[src/rtl/key_pkg.sv]
`default_nettype none
// ============================================================================
// Module      : key_pkg
// Description : Shared debounce state encoding and default timing constant.
// Revision    : 1.0 - initial release
// ============================================================================
package key_pkg;

    typedef logic [1:0] key_state_t;

    localparam key_state_t RELEASED   = 2'd0;
    localparam key_state_t PRESS_PEND = 2'd1;
    localparam key_state_t PRESSED    = 2'd2;
    localparam key_state_t REL_PEND   = 2'd3;

    // 10 ms at 50 MHz
    localparam int KEY_STABLE_CYCLES_50MHZ = 500000;

endpackage
`default_nettype wire

[src/rtl/key_debounce_bit.sv]
`default_nettype none
// ============================================================================
// Module      : key_debounce_bit
// Description : Synchroniser, stability counter, FSM and edge pulses for one key.
// Revision    : 1.0 - initial release
// ============================================================================
module key_debounce_bit
    import key_pkg::*;
#(
    parameter int STABLE_CYCLES = 4,
    parameter int ACTIVE_LOW    = 1
) (
    input  logic clk,
    input  logic rst,
    input  logic i_key_raw,
    output logic o_level,
    output logic o_press,
    output logic o_release
);

    localparam int                 c_cnt_w        = (STABLE_CYCLES > 1) ? $clog2(STABLE_CYCLES) : 1;
    // The edge that moves the counter onto STABLE_CYCLES-1 is the accepting edge.
    localparam logic [c_cnt_w-1:0] c_cnt_last     = c_cnt_w'(STABLE_CYCLES - 2);
    localparam logic               c_released_pin = (ACTIVE_LOW != 0) ? 1'b1 : 1'b0;

    logic               r_sync1;
    logic               r_sync2;
    key_state_t         r_state;
    logic [c_cnt_w-1:0] r_cnt;
    logic               r_press;
    logic               r_release;

    logic               w_pressed;
    key_state_t         w_state_nxt;
    logic [c_cnt_w-1:0] w_cnt_nxt;
    logic               w_press_nxt;
    logic               w_release_nxt;

    assign w_pressed = r_sync2 ^ c_released_pin;

    always_comb begin
        w_state_nxt   = r_state;
        w_cnt_nxt     = '0;
        w_press_nxt   = 1'b0;
        w_release_nxt = 1'b0;
        case (r_state)
            RELEASED: begin
                if (w_pressed) w_state_nxt = PRESS_PEND;
            end
            PRESS_PEND: begin
                if (!w_pressed) begin
                    w_state_nxt = RELEASED;
                end else if (r_cnt == c_cnt_last) begin
                    w_state_nxt = PRESSED;
                    w_press_nxt = 1'b1;
                end else begin
                    w_cnt_nxt = r_cnt + c_cnt_w'(1);
                end
            end
            PRESSED: begin
                if (!w_pressed) w_state_nxt = REL_PEND;
            end
            REL_PEND: begin
                if (w_pressed) begin
                    w_state_nxt = PRESSED;
                end else if (r_cnt == c_cnt_last) begin
                    w_state_nxt   = RELEASED;
                    w_release_nxt = 1'b1;
                end else begin
                    w_cnt_nxt = r_cnt + c_cnt_w'(1);
                end
            end
            default: w_state_nxt = RELEASED;
        endcase
    end

    always_ff @(posedge clk) begin
        if (rst) begin
            r_sync1   <= c_released_pin;
            r_sync2   <= c_released_pin;
            r_state   <= RELEASED;
            r_cnt     <= '0;
            r_press   <= 1'b0;
            r_release <= 1'b0;
        end else begin
            r_sync1   <= i_key_raw;
            r_sync2   <= r_sync1;
            r_state   <= w_state_nxt;
            r_cnt     <= w_cnt_nxt;
            r_press   <= w_press_nxt;
            r_release <= w_release_nxt;
        end
    end

    assign o_level   = (r_state == PRESSED) || (r_state == REL_PEND);
    assign o_press   = r_press;
    assign o_release = r_release;

endmodule
`default_nettype wire

[src/rtl/key_conditioner.sv]
`default_nettype none
// ============================================================================
// Module      : key_conditioner
// Description : Debounces the board pushbuttons and drives the keys PIO.
// Revision    : 1.0 - initial release
// ============================================================================
module key_conditioner
    import key_pkg::*;
#(
    parameter int WIDTH         = 3,
    parameter int STABLE_CYCLES = KEY_STABLE_CYCLES_50MHZ,
    parameter int ACTIVE_LOW    = 1
) (
    input  logic             clk_clk,
    input  logic             reset_reset,
    input  logic [WIDTH-1:0] key_raw,
    output logic [WIDTH-1:0] key_level,
    output logic [WIDTH-1:0] key_press,
    output logic [WIDTH-1:0] key_release,
    output logic [WIDTH-1:0] keys_export
);

    generate
        for (genvar i = 0; i < WIDTH; i++) begin : g_key
            key_debounce_bit #(
                .STABLE_CYCLES (STABLE_CYCLES),
                .ACTIVE_LOW    (ACTIVE_LOW)
            ) u_bit (
                .clk       (clk_clk),
                .rst       (reset_reset),
                .i_key_raw (key_raw[i]),
                .o_level   (key_level[i]),
                .o_press   (key_press[i]),
                .o_release (key_release[i])
            );
        end
    endgenerate

    // The PIO expects the raw pin polarity.
    generate
        if (ACTIVE_LOW != 0) begin : g_export_inv
            assign keys_export = ~key_level;
        end else begin : g_export_dir
            assign keys_export = key_level;
        end
    endgenerate

endmodule
`default_nettype wire

[config.mk]
export PLATFORM = sky130hd
export DESIGN_NAME = key_conditioner
export DESIGN_NICKNAME = d
export VERILOG_FILES = /design/src/rtl/key_pkg.sv /design/src/rtl/key_debounce_bit.sv /design/src/rtl/key_conditioner.sv
export SDC_FILE = /design/constraint.sdc
export NUM_CORES = 1
export LEC_CHECK = 0
export ABC_AREA = 1
export CAP_MARGIN = 0
export CORE_ASPECT_RATIO = 0.8
export CORE_MARGIN = 4
export CORE_UTILIZATION = 60
export DETAILED_ROUTE_END_ITERATION = 6
export PLACE_DENSITY = 0.83
export SYNTH_ARGS = -nofsm -noshare
export SYNTH_HDL_FRONTEND = slang
export SYNTH_SLANG_ARGS = --single-unit
[constraint.sdc]
create_clock -name clk_clk -period 1.7 [get_ports clk_clk]
set_input_delay 0.34 -clock clk_clk [delete_from_list [all_inputs] [get_ports clk_clk]]
set_output_delay 0.34 -clock clk_clk [all_outputs]
set_load 0.005 [all_outputs]
==> results of run 1 <==
## cell type report
type                    count  area share [%]
multi-input cells         389           47.25
clock buffers               9           2.942
flip-flops and latches     75           35.75
well taps                  81           2.407
repair buffers             22           5.468
inverters                  54           4.814
clock inverters             7           1.367
## cells by family after synthesis
kind of cell             count (synthesis)
AO/OA/AOI/OAI                           25
XOR/XNOR                                25
flip-flops                              75
buffers and inverters                   71
adder cells (fa/ha/maj)                  6
AND/OR/NAND/NOR                        333
## cell usage in the layout (no fill, tap or decap), drive strengths merged
cell type        n
a21o             2
a21oi           10
a31o             1
a31oi            3
buf              6
clkbuf           9
clkdlybuf4s50   16
clkinv           1
clkinvlp         2
dfxtp           75
ha               6
inv             58
nand2          109
nand3           35
nand4           19
nor2           137
nor3            20
nor3b            4
nor4             2
o21ai            9
or2              7
xnor2            6
xor2            19
## worst reg2reg max path: cells and delay by family, from the launching register on
family	cells	cell delay, ns
AND/OR/NAND/NOR	5	0.78
flip-flops	1	0.43
buffers and inverters	1	0.08
adder cells (fa/ha/maj)	1	0.22
## worst max path at each step
stage	cells after the start	endpoint	slack, ns	from
CTS	1	key_level[1]	0.02	register
detailed placement	4	g_key[0].u_bit.r_cnt[14]$_SDFF_PP0_	0.03	reset_reset
global route	1	key_level[2]	0.004	register
finish	1	key_level[2]	0.06	register
floorplan	6	g_key[1].u_bit.r_cnt[16]$_SDFF_PP0_	0.26	g_key[1].u_bit.r_cnt[0]$_SDFF_PP0_
global placement	7	g_key[2].u_bit.r_cnt[14]$_SDFF_PP0_	0.12	reset_reset
## through the flow
| step | instances | total power, mW | hold WS (ns) |
|---|---|---|---|
| finish | 637 | 3.151 | 0.4073 |
| global route | 637 | 3.277 | 0.4272 |
| CTS | 637 | 3.189 | 0.4070 |
| detailed placement | 621 | 1.924 | 0.3946 |
| global placement | 621 | 1.920 | 0.3938 |
| floorplan | 535 | 1.886 | 0.3895 |
## power groups by stage
stage	sequential, mW	clock [mW]	combinational, mW
floorplan	1.83	0	0.0606
global placement	1.83	0	0.0906
detailed placement	1.83	0	0.0940
CTS	1.79	1.31	0.0945
global route	1.79	1.38	0.105
finish	1.79	1.27	0.0942
## sequential cells by signal (all words and copies together), names as in the netlist, named ones only
register	flops
g_key.u_bit.o_release	3
g_key.u_bit.r_sync1	3
g_key.u_bit.o_press	3
g_key.u_bit.r_sync2	3
g_key.u_bit.r_cnt	57
g_key.u_bit.r_state	3
## per-layer routing
metal	track usage, %	vias up	wire [um]
met2	35.33	121	3519
met5	0	-	0
met1	26.75	1543	3570
met3	5.356	17	479
li1	-	1725	-
met4	9.818	0	170
==> summary.md, run 1 <==
| Metric | Value |
|---|---|
| Die height | `79.25 um` |
| Combinational power share | `3.0%` |
| Final ANT Viol Nets | `0` |
| Sw frac | `between 20% and 30%` |
| CP Data Arrival Time | `1.30 ns` |
| Seq pwr share | `between 50% and 60%` |
| Syn-to-layout area delta | `10.58%` |
| Gpl congestion | `approximately 0.91` |
| Clk sinks | `75` |
| Global route overflow | `0` |
| Num ports | `17` |
| Main combinational cell family by area after synthesis | `simple AND/OR/NAND/NOR gates` |
| Post-Place Worst Slack | `0.03013 ns` |
| WHS Endpoint | `g_key[1].u_bit.r_sync2$_SDFF_PP1_` |
| Number of synthesized flops with an enable pin | `0` |
| Slowest stage delay, CP | `approximately 0.53 ns` |
| Post-synth top cells | `nor2_1 (128), nand2_1 (101), dfxtp_1 (75), inv_1 (50), nand3_1 (31)` |
| DP Wirelength | `5.716 mm` |
| Maximum VDD drop | `about 0.00058 V` |
| Hold_buf cts | `0` |
| Post-synthesis cell count | `approximately 540` |
| Input/output buffers | `16` |
| Worst Max-Slew Pin Slew | `0.4799 ns` |
| WP buf/inv | `1` |
| R2R depth | `7` |
| Core area | `just over 0.006 sq mm` |
| Fill cell total of the finished layout | `about 500` |
| Initial Utilization | `63.07%` |
| Layout cells sized above 1 | `11.87%` |
| Footprint of the multi-input gates | `0.001989 sq mm` |
| Post-synth cell types | `35` |
| CTS clk-pin slew, worst paths | `around 0.090 ns` |
| Slew Limit Fails | `0` |
| Final setup vio count | `0` |
| Hold Crit Class | `reg2reg` |
| Chip width | `97.06 um` |
| Clock power share | `~40%` |
| CTS root buf | `clkbuf_8` |
| Synthesized flop and latch total | `between 70 and 80` |
| Pwr dens | `748.4 mW/mm^2` |
| CTS max path bufs | `2` |
| Crit path max-delay family | `buffers and inverters` |
| Ant. Diodes | `0` |
| Mux share of post-synthesis cell area | `0%` |
| Max-Cap Viols | `0` |
| Crit start category | `register` |
| Commonest register cell after synthesis | `dfxtp_1` |
| Setup CP Type | `reg2out` |
| Post-synthesis async set-or-reset flop share | `0%` |
| Share of the synthesized area in the top cell type | `approximately two fifths` |
| Mapped cell area | `0.003807 sq mm` |
| Final Cell Area | `~0.0042 sq mm` |
| Adder-Cell Fraction of Synth Area | `under 10%` |
| Final Hold Fails | `0` |
| Syn_area_per_cell | `7.117 sq um` |
| Period utilization | `just under 100%` |
| Routed Wire Length | `slightly below 8 mm` |
| Dpl cell area | `0.004020 sq mm` |
| Cell Rows | `25` |
| Post-Synth Simple-Gate Area | `between 40% and 50%` |
| Vias in the first global route | `~3,200` |
| Post-Synth XOR/XNOR Area | `under 10%` |
| Fin nets | `between 500 and 600` |
| TritonRoute pass-1 iters | `5` |
| Final Util | `69.74%` |
| TritonCTS clock tree | `done` |
| Required time worst endpoint | `about 1.4 ns` |
| Post_cts resized | `0` |
| Synth Net Count | `between 500 and 600` |
| Dominant cells by area after synthesis | `dfxtp_1 (39%), nor2_1 (13%), nand2_1 (10%)` |
| Min Tclk post-route | `1.637 ns` |
| Final worst slack | `between 0.06 and 0.07 ns` |
| Rel. slew slack | `67.76%` |
| Ys Warns | `0` |
| CTS buffer count | `9` |
| Register area | `0.001505 sq mm` |
| Vias | `between 3,000 and 4,000` |
| Internal Pwr Total | `roughly 2.4 mW` |
| Worst skew pair latency | `about 0.36 ns` |
| Most common cell in the netlist | `nor2_1` |
| Post-CTS setup buffers | `0` |
| Initial antenna violation count | `0` |
| Vias per std cell | `between 5 and 6` |
| DIE AREA | `0.007692 sq mm` |
| Status | `complete, no violations` |
| RSZ-0062 raised after global routing | `false` |
| Leakage | `between 1 and 1.5 nW` |
| Maximum clock rate | `roughly 610 MHz` |
| R2R Setup Slk | `0.10 ns` |
| Setup_tns | `0 ns` |
| Crit path cell chain | `clkdlybuf4s50_1` |
| CTS H-tree depth | `3` |
| CP max stage cell | `clkdlybuf4s50_1` |
| Sw power | `0.7771 mW` |
| Initial drt markers | `roughly 220` |
| Clock Skews | `around 0.01 ns` |
| Seq/Total Area, Yosys | `between 30% and 40%` |
| Wire length per cell | `12.15 um` |
| Hold path cells | `1` |
| Reg-to-Reg Start | `g_key[0].u_bit.r_cnt[0]$_SDFF_PP0_` |
| Gr usage total | `between 20 and 25%` |
| Hold Crit Start | `g_key[1].u_bit.r_sync1$_SDFF_PP1_` |
| Yosys top cell by area | `dfxtp_1` |
| Compound-cell area share of the yosys netlist | `3.812%` |
| Endpoint type of the worst setup path | `output pin` |
| First-pass GRT wire length | `between 10 and 15 mm` |
| Drc violations | `0` |
| Max FO, Critical Path | `5` |
| R2r endpoint | `g_key[0].u_bit.r_cnt[14]$_SDFF_PP0_` |
| Largest net degree at the start of global routing | `20` |
Note: power is estimated with default switching activity, not from simulation.
==> run 2, diff against run 1 <==
CTS_BUF_LIST = sky130_fd_sc_hd__clkbuf_4   (was not set)
==> summary.md, run 2 (synthesis results as in run 1) <==
| Metric | Value |
|---|---|
| Required time worst endpoint | `1.36 ns` |
| Endpoint type of the worst setup path | `output pin` |
| Setup_tns | `0 ns` |
| Seq pwr share | `approximately three fifths` |
| DIE AREA | `0.007692 sq mm` |
| Rel. slew slack | `roughly 68%` |
| Leakage | `~1.4 nW` |
| Routed Wire Length | `approximately 7.7 mm` |
| Fin nets | `approximately 570` |
| Leading cell type in the layout, fill and taps excluded | `nor2_1` |
| First-pass GRT wire length | `between 10 and 15 mm` |
| Final Util | `between 60 and 70%` |
| Fill cell total of the finished layout | `about 500` |
| Final ANT Viol Nets | `0` |
| Initial antenna violation count | `0` |
| CTS max path bufs | `2` |
| Core area | `0.006037 sq mm` |
| CP max stage cell | `clkdlybuf4s50_1` |
| Clock power share | `around a third` |
| Internal Pwr Total | `2.153 mW` |
| CP Data Arrival Time | `roughly 1.3 ns` |
| Die height | `~80 um` |
| Pwr dens | `a little under 700 mW/mm^2` |
| Initial drt markers | `between 150 and 200` |
| Sw power | `0.7452 mW` |
| WHS Endpoint | `g_key[1].u_bit.r_sync2$_SDFF_PP1_` |
| Clock Skews | `roughly 0.019 ns` |
| TritonRoute pass-1 iters | `5` |
| Sw frac | `between 20 and 30%` |
| TritonCTS clock tree | `done` |
| Num ports | `17` |
| Drc violations | `0` |
| Combinational power share | `about 3.6%` |
| Largest net degree at the start of global routing | `20` |
| Cell Rows | `25` |
| Worst skew pair latency | `between 0.4 and 0.5 ns` |
| Maximum VDD drop | `approximately 0.00065 V` |
| Min Tclk post-route | `1.634 ns` |
| Worst Max-Slew Pin Slew | `around 0.48 ns` |
| DP Wirelength | `between 5 and 6 mm` |
| R2r endpoint | `g_key[2].u_bit.r_cnt[14]$_SDFF_PP0_` |
| Gr usage total | `between 20% and 30%` |
| Placed cell count | `around 620` |
| R2R Setup Slk | `roughly 0.16 ns` |
| Final setup vio count | `0` |
| Status | `complete, no violations` |
| Crit path max-delay family | `buffers and inverters` |
| Global route overflow | `0` |
| Hold path cells | `1` |
| Most flops, register | `g_key.u_bit.r_cnt` |
| Vias in the first global route | `~3,200` |
| Fin cells | `approximately 640` |
| Vias per std cell | `between 5 and 6` |
| Layout cells sized above 1 | `about an eighth` |
| Syn-to-layout area delta | `10.19%` |
| CTS buffer count | `9` |
| Slowest stage delay, CP | `about 0.5 ns` |
| Slew Limit Fails | `0` |
| Hold Crit Class | `reg2reg` |
| Crit path cell chain | `clkdlybuf4s50_1` |
| Hold WS | `~0.41 ns` |
| CTS root buf | `clkbuf_4` |
| Clk sinks | `75` |
| Gpl congestion | `0.9060` |
| Setup CP Type | `reg2out` |
| Total chip power | `approximately 2.9 mW` |
| Initial Utilization | `between 60 and 70%` |
| Hold_buf cts | `0` |
| Chip width | `between 90 and 100 um` |
| Maximum clock rate | `approximately 610 MHz` |
| Largest register FFs | `57` |
| Ant. Diodes | `0` |
| CTS clk-pin slew, worst paths | `0.14 ns` |
| Max FO, Critical Path | `3` |
| Period utilization | `between 90% and 100%` |
| Vias | `approximately 3,400` |
| R2R depth | `10` |
| Crit start category | `register` |
| RSZ-0062 raised after global routing | `false` |
| WP buf/inv | `1` |
| Input/output buffers | `16` |
| Max-Cap Viols | `0` |
| CTS H-tree depth | `3` |
| Most frequent cells in the layout | `nor2_1 (128), nand2_1 (101), dfxtp_1 (69)` |
| Hold Crit Start | `g_key[1].u_bit.r_sync1$_SDFF_PP1_` |
| Reg-to-Reg Start | `g_key[2].u_bit.r_cnt[0]$_SDFF_PP0_` |
| Final Hold Fails | `0` |
| Wire length per cell | `between 10 and 15 um` |
run 2: cell types whose count changed in the layout (fill, tap and decap cells not counted), sizes merged:
cell	delta
buf	+5
clkdlybuf4s50	-4
dlygate4sd2	+2
dlymetal6s2s	+2
run 2: cell type report:
| cell class | instances | area [sq um] | share of cell area (%) |
|---|---|---|---|
| Multi-Input combinational cell | 389 | 1984 | 47.30 |
| Inverter | 54 | 202.7 | 4.831 |
| Clock inverter | 7 | 57.56 | 1.372 |
| Sequential cell | 75 | 1511 | 36.03 |
| Tap cell | 81 | 101.3 | 2.416 |
| Timing Repair Buffer | 27 | 270.3 | 6.442 |
| Clock buffer | 9 | 67.56 | 1.610 |
run 2: layer usage:
metal,routed length [um],vias to the layer above,global-route usage [%]
met5,0,-,0
met4,198,0,10.52
met3,455,21,4.829
met2,3504,100,34.44
met1,3510,1540,26.81
li1,-,1739,-
run 2: what timing repair did:
action | 4_1_cts | 5_1_grt
resized for setup | 6 | 5
buffers inserted | 3 | 2
endpoints found under the setup margin | 6 | 11
hold endpoints to repair | 0 | 0
run 2: metrics by stage:
step / cell area [sq um] / setup WS [ns]
2_1_floorplan: 3807 / 0.2586
3_3_place_gp: 4020 / 0.1230
3_5_place_dp: 4020 / 0.03013
4_1_cts: 4172 / 0.01759
5_1_grt: 4195 / 0.004705
6_report: 4195 / 0.06634
run 2: power groups by stage:
stage	Combinational (mW)	Sequential [mW]	Clock, mW
2_1_floorplan	0.0606	1.83	0
3_3_place_gp	0.0906	1.83	0
3_5_place_dp	0.0940	1.83	0
4_1_cts	0.101	1.79	1.04
5_1_grt	0.119	1.79	1.12
6_report	0.106	1.79	1.00
run 2: how the worst max path moves through the flow:
stage          slack, ns  cells after the start                                   to                                from
2_1_floorplan       0.26                      6  g_key[1].u_bit.r_cnt[16]$_SDFF_PP0_  g_key[1].u_bit.r_cnt[0]$_SDFF_PP0_
3_3_place_gp        0.12                      7  g_key[2].u_bit.r_cnt[14]$_SDFF_PP0_                         reset_reset
3_5_place_dp        0.03                      4  g_key[0].u_bit.r_cnt[14]$_SDFF_PP0_                         reset_reset
4_1_cts             0.02                      2                       keys_export[2]                            register
5_1_grt            0.005                      1                         key_level[0]                            register
6_report            0.07                      1                         key_level[0]                            register
